--- src/rtl/memory_arbiter_if.sv ---
// Reset interface shared across the codebase.
//   rst : synchronous, active-high reset
// The sink modport is for blocks that consume the reset; source is for the reset generator.
interface reset_if;
    logic rst;

    modport sink   (input  rst);
    modport source (output rst);
endinterface

--- src/rtl/memory_arbiter.sv ---
// Two-requester, one-server arbiter between the instruction-cache and data-cache miss ports and a
// single backing-memory port. One memory transaction is outstanding at a time. Ties are broken
// round-robin. Each grant is latched, forwarded to memory, and the response is returned to the
// originating port as a one-cycle fulfilled pulse.
//
// Ports:
//   clk_i                  system clock, all state on the rising edge
//   rst_if                 reset interface (synchronous, active-high)
//   reqN_valid_i           port N request pending, held until reqN_fulfilled_o
//   reqN_op_i              0 = load, 1 = store
//   reqN_addr_i            word address
//   reqN_wdata_i           store data
//   reqN_rdata_o           load data, valid with reqN_fulfilled_o, held until the next pulse
//   reqN_fulfilled_o       one-cycle completion pulse
//   mem_valid_o            request to backing memory
//   mem_op_o               0 = load, 1 = store
//   mem_addr_o/mem_wdata_o latched address / store data
//   mem_rdata_i            memory load data, valid with mem_fulfilled_i
//   mem_fulfilled_i        one-cycle completion from memory
//   ro_violation_o         sticky flag: port 0 issued a store while it is read-only
module memory_arbiter #(
    parameter int unsigned XLEN            = 32,
    parameter bit          PORT0_READ_ONLY = 1'b1
) (
    input  logic            clk_i,
    reset_if.sink           rst_if,

    input  logic            req0_valid_i,
    input  logic            req0_op_i,
    input  logic [XLEN-1:0] req0_addr_i,
    input  logic [XLEN-1:0] req0_wdata_i,
    output logic [XLEN-1:0] req0_rdata_o,
    output logic            req0_fulfilled_o,

    input  logic            req1_valid_i,
    input  logic            req1_op_i,
    input  logic [XLEN-1:0] req1_addr_i,
    input  logic [XLEN-1:0] req1_wdata_i,
    output logic [XLEN-1:0] req1_rdata_o,
    output logic            req1_fulfilled_o,

    output logic            mem_valid_o,
    output logic            mem_op_o,
    output logic [XLEN-1:0] mem_addr_o,
    output logic [XLEN-1:0] mem_wdata_o,
    input  logic [XLEN-1:0] mem_rdata_i,
    input  logic            mem_fulfilled_i,

    output logic            ro_violation_o
);

    typedef enum logic [1:0] {StIdle, StMem, StResp} state_e;

    state_e          state_q;
    logic            last_grant_q;
    logic            gnt_q;
    logic            mem_valid_q;
    logic            mem_op_q;
    logic [XLEN-1:0] mem_addr_q;
    logic [XLEN-1:0] mem_wdata_q;
    logic [XLEN-1:0] req0_rdata_q;
    logic [XLEN-1:0] req1_rdata_q;
    logic            req0_fulfilled_q;
    logic            req1_fulfilled_q;
    logic            ro_violation_q;

    // Arbitration decision, only consumed in StIdle.
    logic            any_req;
    logic            sel;
    logic            sel_op;
    logic [XLEN-1:0] sel_addr;
    logic [XLEN-1:0] sel_wdata;
    logic            ro_reject;

    always_comb begin
        any_req = req0_valid_i | req1_valid_i;
        sel     = 1'b0;
        if (req0_valid_i && req1_valid_i) begin
            // Contended: the port that did not win last time goes next.
            sel = ~last_grant_q;
        end else if (req1_valid_i) begin
            sel = 1'b1;
        end
        sel_op    = sel ? req1_op_i    : req0_op_i;
        sel_addr  = sel ? req1_addr_i  : req0_addr_i;
        sel_wdata = sel ? req1_wdata_i : req0_wdata_i;
        ro_reject = PORT0_READ_ONLY && !sel && req0_op_i;
    end

    always_ff @(posedge clk_i) begin
        if (rst_if.rst) begin
            state_q          <= StIdle;
            last_grant_q     <= 1'b1;  // port 0 wins the first tie
            gnt_q            <= 1'b0;
            mem_valid_q      <= 1'b0;
            mem_op_q         <= 1'b0;
            mem_addr_q       <= '0;
            mem_wdata_q      <= '0;
            req0_rdata_q     <= '0;
            req1_rdata_q     <= '0;
            req0_fulfilled_q <= 1'b0;
            req1_fulfilled_q <= 1'b0;
            ro_violation_q   <= 1'b0;
        end else begin
            unique case (state_q)
                StIdle: begin
                    if (any_req) begin
                        last_grant_q <= sel;
                        gnt_q        <= sel;
                        if (ro_reject) begin
                            // Rejected store completes locally; rdata is left untouched.
                            ro_violation_q   <= 1'b1;
                            req0_fulfilled_q <= 1'b1;
                            state_q          <= StResp;
                        end else begin
                            mem_valid_q <= 1'b1;
                            mem_op_q    <= sel_op;
                            mem_addr_q  <= sel_addr;
                            mem_wdata_q <= sel_wdata;
                            state_q     <= StMem;
                        end
                    end
                end
                StMem: begin
                    // Requester inputs are ignored here; the latched mem_* copy is authoritative.
                    if (mem_fulfilled_i) begin
                        if (gnt_q) begin
                            req1_rdata_q     <= mem_rdata_i;
                            req1_fulfilled_q <= 1'b1;
                        end else begin
                            req0_rdata_q     <= mem_rdata_i;
                            req0_fulfilled_q <= 1'b1;
                        end
                        mem_valid_q <= 1'b0;
                        state_q     <= StResp;
                    end
                end
                StResp: begin
                    req0_fulfilled_q <= 1'b0;
                    req1_fulfilled_q <= 1'b0;
                    state_q          <= StIdle;
                end
                default: begin
                    state_q <= StIdle;
                end
            endcase
        end
    end

    assign mem_valid_o      = mem_valid_q;
    assign mem_op_o         = mem_op_q;
    assign mem_addr_o       = mem_addr_q;
    assign mem_wdata_o      = mem_wdata_q;
    assign req0_rdata_o     = req0_rdata_q;
    assign req1_rdata_o     = req1_rdata_q;
    assign req0_fulfilled_o = req0_fulfilled_q;
    assign req1_fulfilled_o = req1_fulfilled_q;
    assign ro_violation_o   = ro_violation_q;

endmodule

--- src/flat_wrapper.sv ---
// flat-port wrapper written by rule: the top's interface ports become plain ports
module memory_arbiter_flat 
#(
    parameter int unsigned XLEN            = 32,
    parameter bit          PORT0_READ_ONLY = 1'b1
)
  (clk_i, req0_valid_i, req0_op_i, req0_addr_i, req0_wdata_i, req0_rdata_o, req0_fulfilled_o, req1_valid_i, req1_op_i, req1_addr_i, req1_wdata_i, req1_rdata_o, req1_fulfilled_o, mem_valid_o, mem_op_o, mem_addr_o, mem_wdata_o, mem_rdata_i, mem_fulfilled_i, ro_violation_o, rst_if_rst);
  reset_if rst_if_i ();
  input  logic clk_i;
  input  logic req0_valid_i;
  input  logic req0_op_i;
  input  logic [XLEN-1:0] req0_addr_i;
  input  logic [XLEN-1:0] req0_wdata_i;
  output logic [XLEN-1:0] req0_rdata_o;
  output logic req0_fulfilled_o;
  input  logic req1_valid_i;
  input  logic req1_op_i;
  input  logic [XLEN-1:0] req1_addr_i;
  input  logic [XLEN-1:0] req1_wdata_i;
  output logic [XLEN-1:0] req1_rdata_o;
  output logic req1_fulfilled_o;
  output logic mem_valid_o;
  output logic mem_op_o;
  output logic [XLEN-1:0] mem_addr_o;
  output logic [XLEN-1:0] mem_wdata_o;
  input  logic [XLEN-1:0] mem_rdata_i;
  input  logic mem_fulfilled_i;
  output logic ro_violation_o;
  input wire logic [$bits(rst_if_i.rst)-1:0] rst_if_rst;
  assign rst_if_i.rst = rst_if_rst;
  memory_arbiter #(.XLEN(XLEN), .PORT0_READ_ONLY(PORT0_READ_ONLY)) u_core (.clk_i(clk_i), .rst_if(rst_if_i), .req0_valid_i(req0_valid_i), .req0_op_i(req0_op_i), .req0_addr_i(req0_addr_i), .req0_wdata_i(req0_wdata_i), .req0_rdata_o(req0_rdata_o), .req0_fulfilled_o(req0_fulfilled_o), .req1_valid_i(req1_valid_i), .req1_op_i(req1_op_i), .req1_addr_i(req1_addr_i), .req1_wdata_i(req1_wdata_i), .req1_rdata_o(req1_rdata_o), .req1_fulfilled_o(req1_fulfilled_o), .mem_valid_o(mem_valid_o), .mem_op_o(mem_op_o), .mem_addr_o(mem_addr_o), .mem_wdata_o(mem_wdata_o), .mem_rdata_i(mem_rdata_i), .mem_fulfilled_i(mem_fulfilled_i), .ro_violation_o(ro_violation_o));
endmodule
--- config.mk ---
export PLATFORM = sky130hd
export DESIGN_NAME = memory_arbiter_flat
export DESIGN_NICKNAME = d
export VERILOG_FILES = /design/src/rtl/memory_arbiter_if.sv /design/src/rtl/memory_arbiter.sv /design/src/flat_wrapper.sv
export SDC_FILE = /design/constraint.sdc
export NUM_CORES = 1
export LEC_CHECK = 0
export ABC_AREA = 1
export BUFFER_PORTS_ARGS = -buffer_cell sky130_fd_sc_hd__buf_2
export CELL_PAD_IN_SITES_DETAIL_PLACEMENT = 1
export CELL_PAD_IN_SITES_GLOBAL_PLACEMENT = 1
export CORE_MARGIN = 4
export CORE_UTILIZATION = 28
export CTS_BUF_LIST = sky130_fd_sc_hd__clkbuf_2
export DETAILED_ROUTE_END_ITERATION = 10
export PLACE_DENSITY_LB_ADDON = 0.15
export SYNTH_ARGS = -nofsm -noshare
export SYNTH_HDL_FRONTEND = slang
export SYNTH_SLANG_ARGS = --single-unit
--- constraint.sdc ---
create_clock -name clk_i -period 1.2 [get_ports clk_i]
set_input_delay 0.24 -clock clk_i [delete_from_list [all_inputs] [get_ports clk_i]]
set_output_delay 0.24 -clock clk_i [all_outputs]
set_load 0.02 [all_outputs]
==> After elaboration in Yosys (flattened, before gate mapping) <==
Cells that the tools add are included.
{ "totals": {"word_cells": 61, "inputBits": 167, "output_inout_bits": 133, "register_bits": 137} }
{ "op_classes": {"reduce_logical": 16, "eq_ne": 8, "bitwise": 4, "muxes": 21} }
{ "ops": {"columns": ["cell", "n"], "rows": [
  ["32-bit 2-to-1 mux", 2],
  ["3-bit AND reduction", 5],
  ["1-bit 2-to-1 mux", 12],
  ["2-bit 2-to-1 mux", 3],
  ["2-bit by 1-bit != test with 1-bit output, second input constant", 3],
  ["2-bit != test, second input constant", 3],
  ["5-bit AND reduction", 1],
  ["1-bit case mux with 2 select lines", 2],
  ["2-bit case mux with 2 select lines", 1],
  ["2-bit AND reduction", 2],
  ["4-bit AND reduction", 1],
  ["2-bit nonzero test", 2],
  ["1-bit inverter", 3],
  ["1-bit case mux with 3 select lines", 1],
  ["3-bit nonzero test", 1],
  ["2-bit by 1-bit equality test with 1-bit output, second input constant", 1],
  ["2-bit equality test, second input constant", 1],
  ["1-bit logical AND", 2],
  ["2-bit zero test", 1],
  ["1-bit zero test", 1],
  ["1-bit bitwise OR", 1]
]} }

==> Longest topological paths before layout <==
Gate-level depths: netlist (run 1).
{ "logic_depth": {"word_depth": 7, "mapped_depth": 10, "ltp_nobuf": 8} }

==> Least setup slack after synthesis (run 1) <==
Ideal clock, no wire load.
{ "synth_timing": {"path_kind": "reg-to-reg", "start": "reg u_core.state_q[0]", "end": "reg u_core.req1_rdata_q[10] (netlist: u_core.req1_rdata_o[10])", "setup_ns": 0.119, "arrival_ns": 1.146, "synth_period_minus_slack_ns": 1.265, "required_time_ns": 1.081, "path_slack_ns": -0.065, "path_buffers": 2, "stages_incl_launch_ff": 8, "cell_sequence": "dfxtp_1 -> inv_1 -> nor2_2 -> nand3_1 -> buf_4 -> buf_6 -> o21ai_0 -> a21oi_1"} }
{ "synth_via": {"elab_chain_len": 2} }
{ "synth_lines": {"columns": ["element", "line", "text"], "rows": [
  ["from (decl)", "memory_arbiter.sv:54", "state_e state_q;"],
  ["from (signal assigned)", "memory_arbiter.sv:92", "state_q <= StIdle;"],
  ["from (signal assigned)", "memory_arbiter.sv:114", "state_q <= StResp;"],
  ["from (signal assigned)", "memory_arbiter.sv:120", "state_q <= StMem;"],
  ["2-bit by 1-bit equality test with 1-bit output", "memory_arbiter.sv:105", "unique case (state_q)"],
  ["3-bit AND reduction (no line)", null, null],
  ["to (signal assigned)", "memory_arbiter.sv:128", "req1_rdata_q <= mem_rdata_i;"],
  ["to (decl)", "memory_arbiter.sv:62", "logic [XLEN-1:0] req1_rdata_q;"]
]} }
Every way passes these cells.
A chain may end at the register's enable or synchronous reset.

==> Worst setup path in the final report (run 1) <==
{ "layout_timing": {"start": "reg u_core.state_q[0]", "end": "reg u_core.mem_addr_q[31] (netlist: u_core.mem_addr_o[31])"} }
{ "layout_via": {"elab_chain_len": 2} }
{ "layout_lines": {"columns": ["element", "line", "text"], "rows": [
  ["2-bit zero test", "memory_arbiter.sv:105", null],
  ["3-bit AND reduction (no line)", null, null],
  ["to (signal assigned)", "memory_arbiter.sv:118", "mem_addr_q <= sel_addr;"],
  ["to (decl)", "memory_arbiter.sv:59", "logic [XLEN-1:0] mem_addr_q;"]
]} }
Every way passes these cells.

==> impl_metrics.csv, run 1 <==
group,metric,value,unit
timing,period_needed,1.64,ns
global_routing,grt-ovfl-total,0,
synth,syn_inst,949,
critical_path,worstSetupPathType,"flop to flop",
timing,fmax,611,MHz
timing,hold_slack,0.136,ns
synth,post-synth-top-area-cell,"dfxtp_1",
run,maxCapViolCount,0,
critical_path,worst_ep_required_time,1.93,ns
die,io_pins,300,
routing,num_vias,9114,
timing,slew_viol_final,0,
hold_path,worst_hold_startpoint,"req1_valid_i",
final_layout,fin_area,0.0141,mm2
hold_path,hold_class,"input pin to flop",
critical_path,cp_num_buf_inv,5,
final_layout,syn2layout_area_growth,132,%
cts,clock_latency,0.81,ns
hold_path,worstHoldEndpoint,"u_core.state_q[1]$_SDFFE_PP0P_",
critical_path,critPathMaxStageDelay,0.40,ns
final_layout,layout_common_cells,"221 x nand2_1, 166 x dlygate4sd3_1, 166 x buf_2, 152 x buf_6, 132 x dfxtp_2",
critical_path,timing.rr.end,"u_core.mem_addr_o[31]$_SDFFE_PP0P_",
synth,synth_area,0.00606,mm2
critical_path,critPathSlowestCell,"dfxtp_4",
synth,synth_cell_types,17,
place,port_buffers,299,
synth,synth.top_cell.area_share,45.2,%
critical_path,cp.arrival,2.37,ns
run_status,outcome,"finished, violations left",
place,place_congestion,0.784,
cts,clock_tree.buffer_depth,2,
critical_path,cp-end-kind,"flop",
place,place_hpwl,15400,um
routing,dr.pass1.iters,5,
cts,cts_buffers,17,
place,place_area,0.00801,mm2
die,die_area,0.0241,mm2
routing,wl_per_cell,24.0,um
routing,drc,0,
timing,worst_slew_pin_slew,0.510,ns
cts,htree_levels,4,
cts,cts.sinks,137,
power_and_ir_drop,p_leak,0.00658,uW
die,num_rows,53,
synth,synth.avg_cell_area,6.39,um2
timing,setup_viol,270,
routing,ant_nets,0,
critical_path,critPathTopFamily,"buffers and inverters",
timing,grt_setup_unrepaired,"yes",
power_and_ir_drop,peakVddDrop,0.598,mV
critical_path,reg2reg_slack,-0.44,ns
synth,yosys_warnings,0,
final_layout,layout_commonest_cell,"nand2_1",
critical_path,crit_top_cell,"nand2_4",
global_routing,grt_max_degree,65,
critical_path,r2r_cells,11,
die,die_h,155,um
synth,syn_nets,1116,
global_routing,first_global_vias,9768,
global_routing,grt_pass1_wl,54300,um
timing,min_period_over_period,136,%
timing,finalClockSkew,0.0710,ns
cts,cts_tree,"done",
routing,wl,43500,um
final_layout,final_nets,1684,
hold_path,holdPathStages,6,
cts,ctsRootBufferMaster,"clkbuf_2",
timing,relSlewSlack,66.0,%
run_status,violations,"setup timing",
die,die_w,155,um
synth,ys_seq_area_share,45.2,%
cts,clk_pin_slew_worst_paths,0.26,ns
global_routing,grt_antenna_before_repair,8,
timing,setup_slack,-0.437,ns
routing,dr.first_iter.drc_count,504,
synth,ys_seq_elements,137,
critical_path,crit_fanout,6,
final_layout,drive_gt1_share,60.4,%
critical_path,r2r_start,"u_core.state_q[0]$_SDFFE_PP0P_",
die,core,0.0212,mm2
critical_path,startpoint_type,"flop",
synth,yosys-top-cells-area,"dfxtp_1 45%, nand2_1 21%, nor2_1 12%",
routing,vias_per_cell,5.03,
timing,finalHoldViolCount,0,
power_and_ir_drop,powerDensity,1140,mW/mm2
global_routing,grt_use_total,28.9,%
die,start_util,28.7,%
critical_path,crit_chain,"buf_6, nor2_4, nand2_4, inv_6, buf_12, nand2_8, buf_12, buf_16, nand2_4, nand2_4, nor2_2",
[how the worst max path moves through the flow]
stage / startpoint / to / slack (ns) / depth (start not counted)
4_1_cts: u_core.req0_rdata_o[24]$_SDFFE_PP0P_ / req0_rdata_o[24] / -0.39 / 1
2_1_floorplan: u_core.state_q[0]$_SDFFE_PP0P_ / u_core.req1_rdata_o[10]$_SDFFE_PP0P_ / -0.009 / 7
3_3_place_gp: req0_valid_i / u_core.mem_addr_o[2]$_SDFFE_PP0P_ / -0.09 / 10
5_1_grt: u_core.mem_addr_o[20]$_SDFFE_PP0P_ / mem_addr_o[20] / -0.52 / 1
3_5_place_dp: req0_valid_i / u_core.mem_addr_o[6]$_SDFFE_PP0P_ / -0.14 / 10
6_report: u_core.state_q[0]$_SDFFE_PP0P_ / u_core.mem_addr_o[31]$_SDFFE_PP0P_ / -0.44 / 11
[power breakdown]
part	switching (uW)	internal [uW]
Clock	2200	1000
Combinational	3800	3530
Sequential	411	5080
[cell type report]
type,count,area (um2)
Antenna cell,9,22.5
Tap cell,275,344
Fill cell,2414,7080
Clock buffer,17,85.1
Sequential cell,137,2920
Inverter,108,430
Timing Repair Buffer,601,6010
Clock inverter,14,163
Multi-Input combinational cell,652,4090
[through the flow]
| step | TNS [ns] | utilization, % | setup WS, ns | cells | power, uW |
|---|---|---|---|---|---|
| 5_1_grt | -97.40 | 66.5 | -0.516 | 1812 | 16700 |
| 4_1_cts | -71.85 | 60.5 | -0.392 | 1766 | 14400 |
| 3_5_place_dp | -9.76 | 37.8 | -0.140 | 1499 | 8470 |
| 3_3_place_gp | -4.96 | 37.8 | -0.0923 | 1499 | 8430 |
| 6_report | -79.47 | 66.5 | -0.437 | 1813 | 16000 |
| 2_1_floorplan | -0.149 | - | -0.00929 | 949 | 7210 |
[cells by family (layout without fill, tap and decap cells)]
group	Yosys count	count (layout)	share of synthesized area, %
AND/OR/NAND/NOR	544	547	34.1
flip-flops	137	137	45.2
AO/OA/AOI/OAI	105	105	8.69
buffers and inverters	163	740	12.0
other	0	9	0
[worst register-to-register path, cell delays in order (launching register included)]
cell	delay (ns)
dfxtp_4	0.40
buf_6	0.11
nor2_4	0.14
nand2_4	0.09
inv_6	0.08
buf_12	0.11
nand2_8	0.09
buf_12	0.16
buf_16	0.15
nand2_4	0.08
nand2_4	0.05
nor2_2	0.16
[cell usage after synthesis]
library cell,number
nand2_2,2
o21ai_0,58
a21oi_1,39
inv_1,107
buf_6,9
nor2_1,193
dfxtp_1,137
buf_2,18
o21ai_1,7
nand2_1,340
inv_2,1
nor2_2,2
clkbuf_1,21
a31oi_1,1
nor2_4,1
nand3_1,6
buf_4,7
[state kept, by name, indices dropped and copies added, names as in the netlist]
name	flops
u_core.mem_addr_o	32
u_core.mem_wdata_o	32
u_core.req0_rdata_o	32
u_core.req1_rdata_o	32
u_core.state_q	2
u_core.gnt_q	1
u_core.last_grant_q	1
u_core.mem_op_o	1
u_core.mem_valid_o	1
u_core.req0_fulfilled_o	1
u_core.req1_fulfilled_o	1
u_core.ro_violation_o	1
[routing by layer]
layer | vias up | wire, um | GRT usage [%]
met4 | 0 | 2720 | 15.1
met1 | 4439 | 15000 | 29.3
li1 | 3987 | - | -
met3 | 190 | 3090 | 8.57
met2 | 498 | 22700 | 53.4
met5 | - | 0 | 0
[timing repair]
action,4_1_cts,5_1_grt
endpoints found under the setup margin,257,270
hold endpoints to repair,136,0
gates cloned,34,5
setup buffers,36,49
hold buffers,166,0
resized for setup,641,308
pin swaps,42,110
Note: power is estimated with default switching activity, not from simulation.
==> inputs of run 2 (changes only) <==
- ABC_AREA: 1 -> not set
- CORE_UTILIZATION: 28 -> 30
==> impl_metrics.csv, run 2 <==
group,metric,value,unit
synth,ys_seq_area_share,44.7,%
synth,ys_seq_elements,137,
die,die_h,151,um
synth,synth.top_cell.area_share,44.7,%
die,die_w,151,um
synth,synth_area,0.00614,mm2
synth,synthArstFlopShare,0,%
synth,synth_ff_type,"dfxtp_1",
synth,syn_inst,775,
global_routing,grt-ovfl-total,276,
synth,yosys_warnings,0,
cts,ctsRootBufferMaster,"clkbuf_2",
run_status,failing_step,"global routing",
place,place_congestion,0.746,
synth,synth_commonest_cells,"137 x dfxtp_1, 131 x nand2_1, 129 x nor3_1",
cts,cts_buffers,17,
synth,syn_nets,942,
timing,timing.grt.repair.worst_endpoint,"u_core.req0_rdata_o[22]$_SDFFE_PP0P_/D",
cts,clock_tree.buffer_depth,2,
die,num_rows,52,
die,io_pins,300,
synth,synth_cell_types,34,
global_routing,grt_max_degree,42,
synth,synth_edf_count,0,
synth,post-synth-top-area-cell,"dfxtp_1",
global_routing,grt_antenna_before_repair,16,
global_routing,grt_use_total,83.3,%
die,start_util,30.5,%
run_status,firstError,"[ERROR GRT-0232] Routing congestion too high. Check the congestion heatmap in the GUI.",
synth,synth.avg_cell_area,7.93,um2
run_status,outcome,"did not finish",
cts,htree_levels,4,
timing,worstEpCategory,"sequential cell input",
place,place_hpwl,17400,um
synth,synth_most_common_cell,"dfxtp_1",
cts,cts.sinks,137,
synth,yosys-top-cells-area,"dfxtp_1 45%, nor4_1 13%, nor3_1 11%",
place,port_buffers,299,
## run 2: cell types whose count changed after synthesis, moves of 22 or more
cell      previous run  this run
nand2_1            340       131
nor2_1             193         3
nor3_1               0       129
nor4_1               0       128
inv_1              107         1
o21bai_1             0        65
o21ai_0             58         1
a21oi_1             39        69
buf_2               18        40
## run 2: repair_timing
action / CTS
gates cloned: 36
gates resized for setup: 601
hold endpoints to repair: 136
setup endpoints to repair: 270
hold buffers: 166
setup buffers: 110
pin swaps: 95
## run 2: cell families after synthesis
logic type | count (synthesis) | share of synthesized area (%)
and+or+nand+nor | 405 | 33.5
AOI/OAI and AO/OA | 143 | 14.8
DFF | 137 | 44.7
buffers and inverters | 90 | 7.05
## run 2: routing by layer
metal	global-route usage, %	GRT overflow
met4	89.7	114
met2	97.6	161
met5	21.1	0
met3	71.5	1
met1	81.1	0
## run 2: through the flow
step                std cells  utilization (%)  area, um2  setup WS (ns)  hold WS (ns)
floorplan                 775                -       6490         -0.119         0.376
global placement         1313             42.6       8590         -0.165         0.439
detailed placement       1313             42.6       8590         -0.220         0.445
CTS                      1657             71.2      14400         -0.406         0.167
==> inputs of run 3 (changes only) <==
- CELL_PAD_IN_SITES_DETAIL_PLACEMENT: 1 -> not set
- CELL_PAD_IN_SITES_GLOBAL_PLACEMENT: 1 -> not set
- CORE_UTILIZATION: 30 -> 40
- CTS_BUF_LIST: sky130_fd_sc_hd__clkbuf_2 -> not set
- clock period: 1.2 -> 1.6 ns (I/O delays scaled with it)
==> impl_metrics.csv, run 3 <==
group,metric,value,unit
run_status,outcome,"completed",
critical_path,startpoint_type,"flop",
global_routing,grt_use_total,23.1,%
global_routing,grt_pass1_wl,33300,um
power_and_ir_drop,p_leak,0.00369,uW
place,place_congestion,0.787,
routing,dr.pass1.iters,5,
cts,clock_tree.buffer_depth,2,
critical_path,cp-end-kind,"flop",
routing,wl_per_cell,17.1,um
synth,synth_edf_count,0,
timing,fmax,699,MHz
final_layout,multiInputGateArea,0.00301,mm2
place,place_hpwl,14300,um
cts,ctsRootBufferMaster,"clkbuf_16",
timing,finalHoldViolCount,0,
timing,relSlewSlack,77.3,%
global_routing,grt-ovfl-total,0,
cts,clock_latency,0.41,ns
synth,post-synth-top-area-cell,"dfxtp_1",
synth,ys_seq_area_share,44.7,%
final_layout,fillCellCount,1464,
die,num_rows,45,
synth,synth_commonest_cells,"137 x dfxtp_1, 131 x nand2_1, 129 x nor3_1",
final_layout,layout_common_cells,"298 x buf_2, 137 x dfxtp_1, 131 x nand2_1, 129 x nor3_1, 128 x nor4_1",
cts,holdBufCountCts,0,
final_layout,drive_gt1_share,35.4,%
cts,cts.sinks,137,
timing,min_period_over_period,89.4,%
cts,post_cts_buffers,0,
power_and_ir_drop,peakVddDrop,0.731,mV
synth,syn_nets,942,
die,io_pins,300,
final_layout,seqCellArea,0.00274,mm2
global_routing,first_global_vias,6520,
synth,ys_seq_elements,137,
run,maxCapViolCount,0,
global_routing,grt_antenna_before_repair,1,
routing,drc,0,
final_layout,syn2layout_area_growth,39.6,%
final_layout,layout_commonest_cell,"buf_2",
final_layout,final_nets,1203,
synth,yosys_warnings,0,
cts,cts_buffers,17,
die,die_w,132,um
cts,clk_pin_slew_worst_paths,0.06,ns
timing,worst_slew_pin_slew,0.341,ns
routing,dr.first_iter.drc_count,437,
routing,ant_nets,0,
synth,synth_ff_type,"dfxtp_1",
synth,yosys-top-cells-area,"dfxtp_1 45%, nor4_1 13%, nor3_1 11%",
place,port_buffers,299,
cts,htree_levels,4,
critical_path,worstSetupPathType,"flop to flop",
timing,setup_viol,0,
power_and_ir_drop,powerDensity,1200,mW/mm2
synth,syn_inst,775,
synth,synth_area,0.00614,mm2
final_layout,stdcell_count,1238,
critical_path,worst_ep_required_time,1.90,ns
hold_path,hold_class,"input pin to flop",
die,die_h,132,um
synth,synthArstFlopShare,0,%
routing,vias_per_cell,5.45,
die,start_util,40.6,%
routing,wl,21200,um
synth,synth.avg_cell_area,7.93,um2
place,dp.cells,1204,
critical_path,cp.arrival,1.73,ns
synth,synth.top_cell.area_share,44.7,%
synth,synth_most_common_cell,"dfxtp_1",
die,die_area,0.0174,mm2
synth,synth_cell_types,34,
global_routing,grt_max_degree,65,
timing,finalClockSkew,0.00940,ns
timing,period_needed,1.43,ns
timing,tns,0,ns
cts,cts_tree,"done",
critical_path,crit_fanout,8,
cts,post_cts_resized,0,
routing,num_vias,6741,
timing,grt_setup_unrepaired,"no",
die,core,0.0151,mm2
timing,slew_viol_final,0,
==> run 3: cell counts after synthesis <==
Identical to the previous run, type by type.
==> run 3: critical path, cell delays in order (launching register included) <==
cell	delay (ns)
dfxtp_1	0.37
buf_4	0.18
or3b_2	0.46
a221o_1	0.31
==> run 3: area by class of cell <==
| class | instances | area share [%] |
|---|---|---|
| diodes | 1 | 0.0292 |
| clock buffers | 20 | 5.33 |
| clock inverters | 12 | 2.01 |
| inverters | 1 | 0.0438 |
| multi-input cells | 548 | 35.0 |
| flip-flops and latches | 137 | 32.0 |
| well taps | 188 | 2.74 |
| repair buffers | 331 | 22.8 |
==> run 3: cell families (layout without fill, tap and decap cells) <==
family,after synthesis,after routing,share of synthesized area (%)
buf+inv,90,364,7.05
simple gates,405,405,33.5
flops,137,137,44.7
compound gates,143,143,14.8
other cells,0,1,0
==> run 3: through the flow <==
stage	area, um2	hold WS [ns]	util [%]	worst slack, ns	power (uW)
after floorplan	6140	0.456	-	0.255	5260
after global placement	7920	0.439	52.3	0.188	6110
after detailed placement	7920	0.443	52.3	0.148	6120
after CTS	8550	0.130	56.4	0.110	10300
after global routing	8570	0.138	56.6	0.00787	10700
final	8580	0.149	56.6	0.170	10300
==> run 3: power by group <==
| group | switching (uW) | internal (uW) |
|---|---|---|
| registers | 196 | 3680 |
| clock network | 1490 | 2680 |
| logic | 1330 | 866 |
==> run 3: routing by layer <==
metal | vias to the layer above | GRT usage [%] | routed length (um)
li1 | 3349 | - | -
met1 | 3104 | 29.2 | 9030
met2 | 250 | 37.5 | 10100
met3 | 36 | 6.07 | 1600
met4 | 2 | 9.10 | 477
met5 | - | 0 | 7
==> run 3: worst paths after layout <==
kind	endpoint	from	cells after the start	slack (ns)
setup / recovery	u_core.last_grant_q$_SDFFE_PP1P_	u_core.state_q[0]$_SDFFE_PP0P_	3	0.17
setup reg to reg	u_core.last_grant_q$_SDFFE_PP1P_	u_core.state_q[0]$_SDFFE_PP0P_	3	0.17
hold reg to reg	u_core.req0_rdata_o[16]$_SDFFE_PP0P_	u_core.req0_rdata_o[16]$_SDFFE_PP0P_	2	0.45
hold / removal	u_core.req1_rdata_o[21]$_SDFFE_PP0P_	mem_rdata_i[21]	3	0.15
==> inputs of run 4 (changes only) <==
- CORE_UTILIZATION: 40 -> 46
- MAX_ROUTING_LAYER: not set -> met4
==> impl_metrics.csv, run 4 (synthesized netlist as in run 3, its figures left out) <==
group,metric,value,unit
final_layout,fin_util,65.6,%
critical_path,cp.arrival,1.76,ns
global_routing,grt_use_total,26.8,%
timing,fmax,681,MHz
cts,cts_tree,"done",
critical_path,reg2reg_slack,0.13,ns
power_and_ir_drop,powerDensity,1150,mW/mm2
final_layout,final_nets,1199,
place,dp.cells,1185,
critical_path,startpoint_type,"flop",
hold_path,holdPathStages,3,
timing,finalClockSkew,0.0107,ns
cts,clock_tree.buffer_depth,2,
final_layout,layout_commonest_cell,"buf_2",
die,die_w,124,um
die,die_h,124,um
critical_path,r2r_cells,4,
final_layout,syn2layout_area_growth,36.9,%
power_and_ir_drop,p_leak,0.00362,uW
global_routing,grt_max_degree,62,
place,place_hpwl,14400,um
routing,num_vias,6841,
cts,post_cts_resized,0,
timing,relSlewSlack,79.7,%
timing,worst_slew_pin_slew,0.302,ns
cts,post_cts_buffers,0,
cts,cts_buffers,17,
timing,grt_setup_unrepaired,"no",
die,start_util,47.9,%
critical_path,timing.rr.end,"u_core.mem_wdata_o[10]$_SDFFE_PP0P_",
place,port_buffers,299,
timing,period_needed,1.47,ns
die,io_pins,300,
hold_path,worstHoldEndpoint,"u_core.req1_rdata_o[13]$_SDFFE_PP0P_",
routing,drc,0,
final_layout,drive_gt1_share,35.1,%
critical_path,r2r_start,"u_core.state_q[1]$_SDFFE_PP0P_",
global_routing,first_global_vias,6374,
run,maxCapViolCount,0,
global_routing,grt_pass1_wl,31400,um
cts,ctsRootBufferMaster,"clkbuf_16",
cts,htree_levels,4,
global_routing,grt-ovfl-total,0,
timing,tns,0,ns
global_routing,grt_antenna_before_repair,1,
die,die_area,0.0153,mm2
timing,slew_viol_final,0,
power_and_ir_drop,total_power,9670,uW
timing,finalHoldViolCount,0,
run_status,outcome,"completed",
routing,wl,20600,um
routing,wl_per_cell,16.9,um
critical_path,cp-end-kind,"flop",
cts,clock_latency,0.42,ns
cts,clk_pin_slew_worst_paths,0.06,ns
critical_path,crit_fanout,58,
critical_path,worst_ep_required_time,1.89,ns
critical_path,worstSetupPathType,"flop to flop",
die,core,0.0128,mm2
routing,vias_per_cell,5.62,
final_layout,layout_common_cells,"298 x buf_2, 137 x dfxtp_1, 131 x nand2_1, 129 x nor3_1, 128 x nor4_1",
routing,dr.pass1.iters,5,
timing,setup_viol,0,
power_and_ir_drop,peakVddDrop,0.596,mV
timing,min_period_over_period,91.8,%
cts,cts.sinks,137,
die,num_rows,41,
final_layout,stdcell_count,1217,
routing,ant_nets,0,
place,place_congestion,0.819,
hold_path,worst_hold_startpoint,"mem_rdata_i[13]",
routing,dr.first_iter.drc_count,631,
hold_path,hold_class,"input pin to flop",
cts,holdBufCountCts,0,
## run 4: layout make-up
cell class,count,area (um2)
repair buffers,327,1880
diodes,1,2.50
multi-input cells,548,3010
fillers,1224,4410
clock inverters,11,100
flip-flops and latches,137,2740
clock buffers,20,457
inverters,1,3.75
well taps,172,215
## run 4: worst max-delay path by stage
stage                                   startpoint                             endpoint  slack (ns)  cells after the start
global route        u_core.state_q[0]$_SDFFE_PP0P_   u_core.mem_wdata_o[7]$_SDFFE_PP0P_        0.03                      5
detailed placement                    req0_valid_i    u_core.mem_addr_o[2]$_SDFFE_PP0P_        0.15                      5
finish              u_core.state_q[1]$_SDFFE_PP0P_  u_core.mem_wdata_o[10]$_SDFFE_PP0P_        0.13                      4
CTS                 u_core.state_q[1]$_SDFFE_PP0P_  u_core.mem_wdata_o[15]$_SDFFE_PP0P_        0.16                      4
floorplan           u_core.state_q[1]$_SDFFE_PP0P_   u_core.mem_addr_o[28]$_SDFFE_PP0P_        0.25                      6
global placement    u_core.state_q[1]$_SDFFE_PP0P_    u_core.mem_addr_o[5]$_SDFFE_PP0P_        0.18                      4
## run 4: report_power, final
part / internal (uW) / switching, uW / total [uW]
Sequential: 3680 / 194 / 3880
Clock: 2200 / 1440 / 3640
Combinational: 836 / 1320 / 2150
## run 4: metal layers
metal  wire length (um)  vias to the layer above  global-route usage (%)
met3               1850                       46                    6.59
met2              10000                      293                    41.8
met5                  0                        -                       -
li1                   -                     3349                       -
met1               8220                     3153                    33.1
met4                527                        0                    11.3
## run 4: through the flow
step	setup WS, ns	hold WS, ns	cell area [um2]
floorplan	0.255	0.456	6140
global placement	0.180	0.433	7850
detailed placement	0.154	0.437	7850
CTS	0.160	0.128	8410
global route	0.0327	0.139	8410
finish	0.131	0.154	8410
## run 4: critical path: stages, from the launching register on
cell and delay [ns]:
dfxtp_1 0.36, or2_4 0.32, buf_12 0.19, nor4_1 0.34, nor4_1 0.10
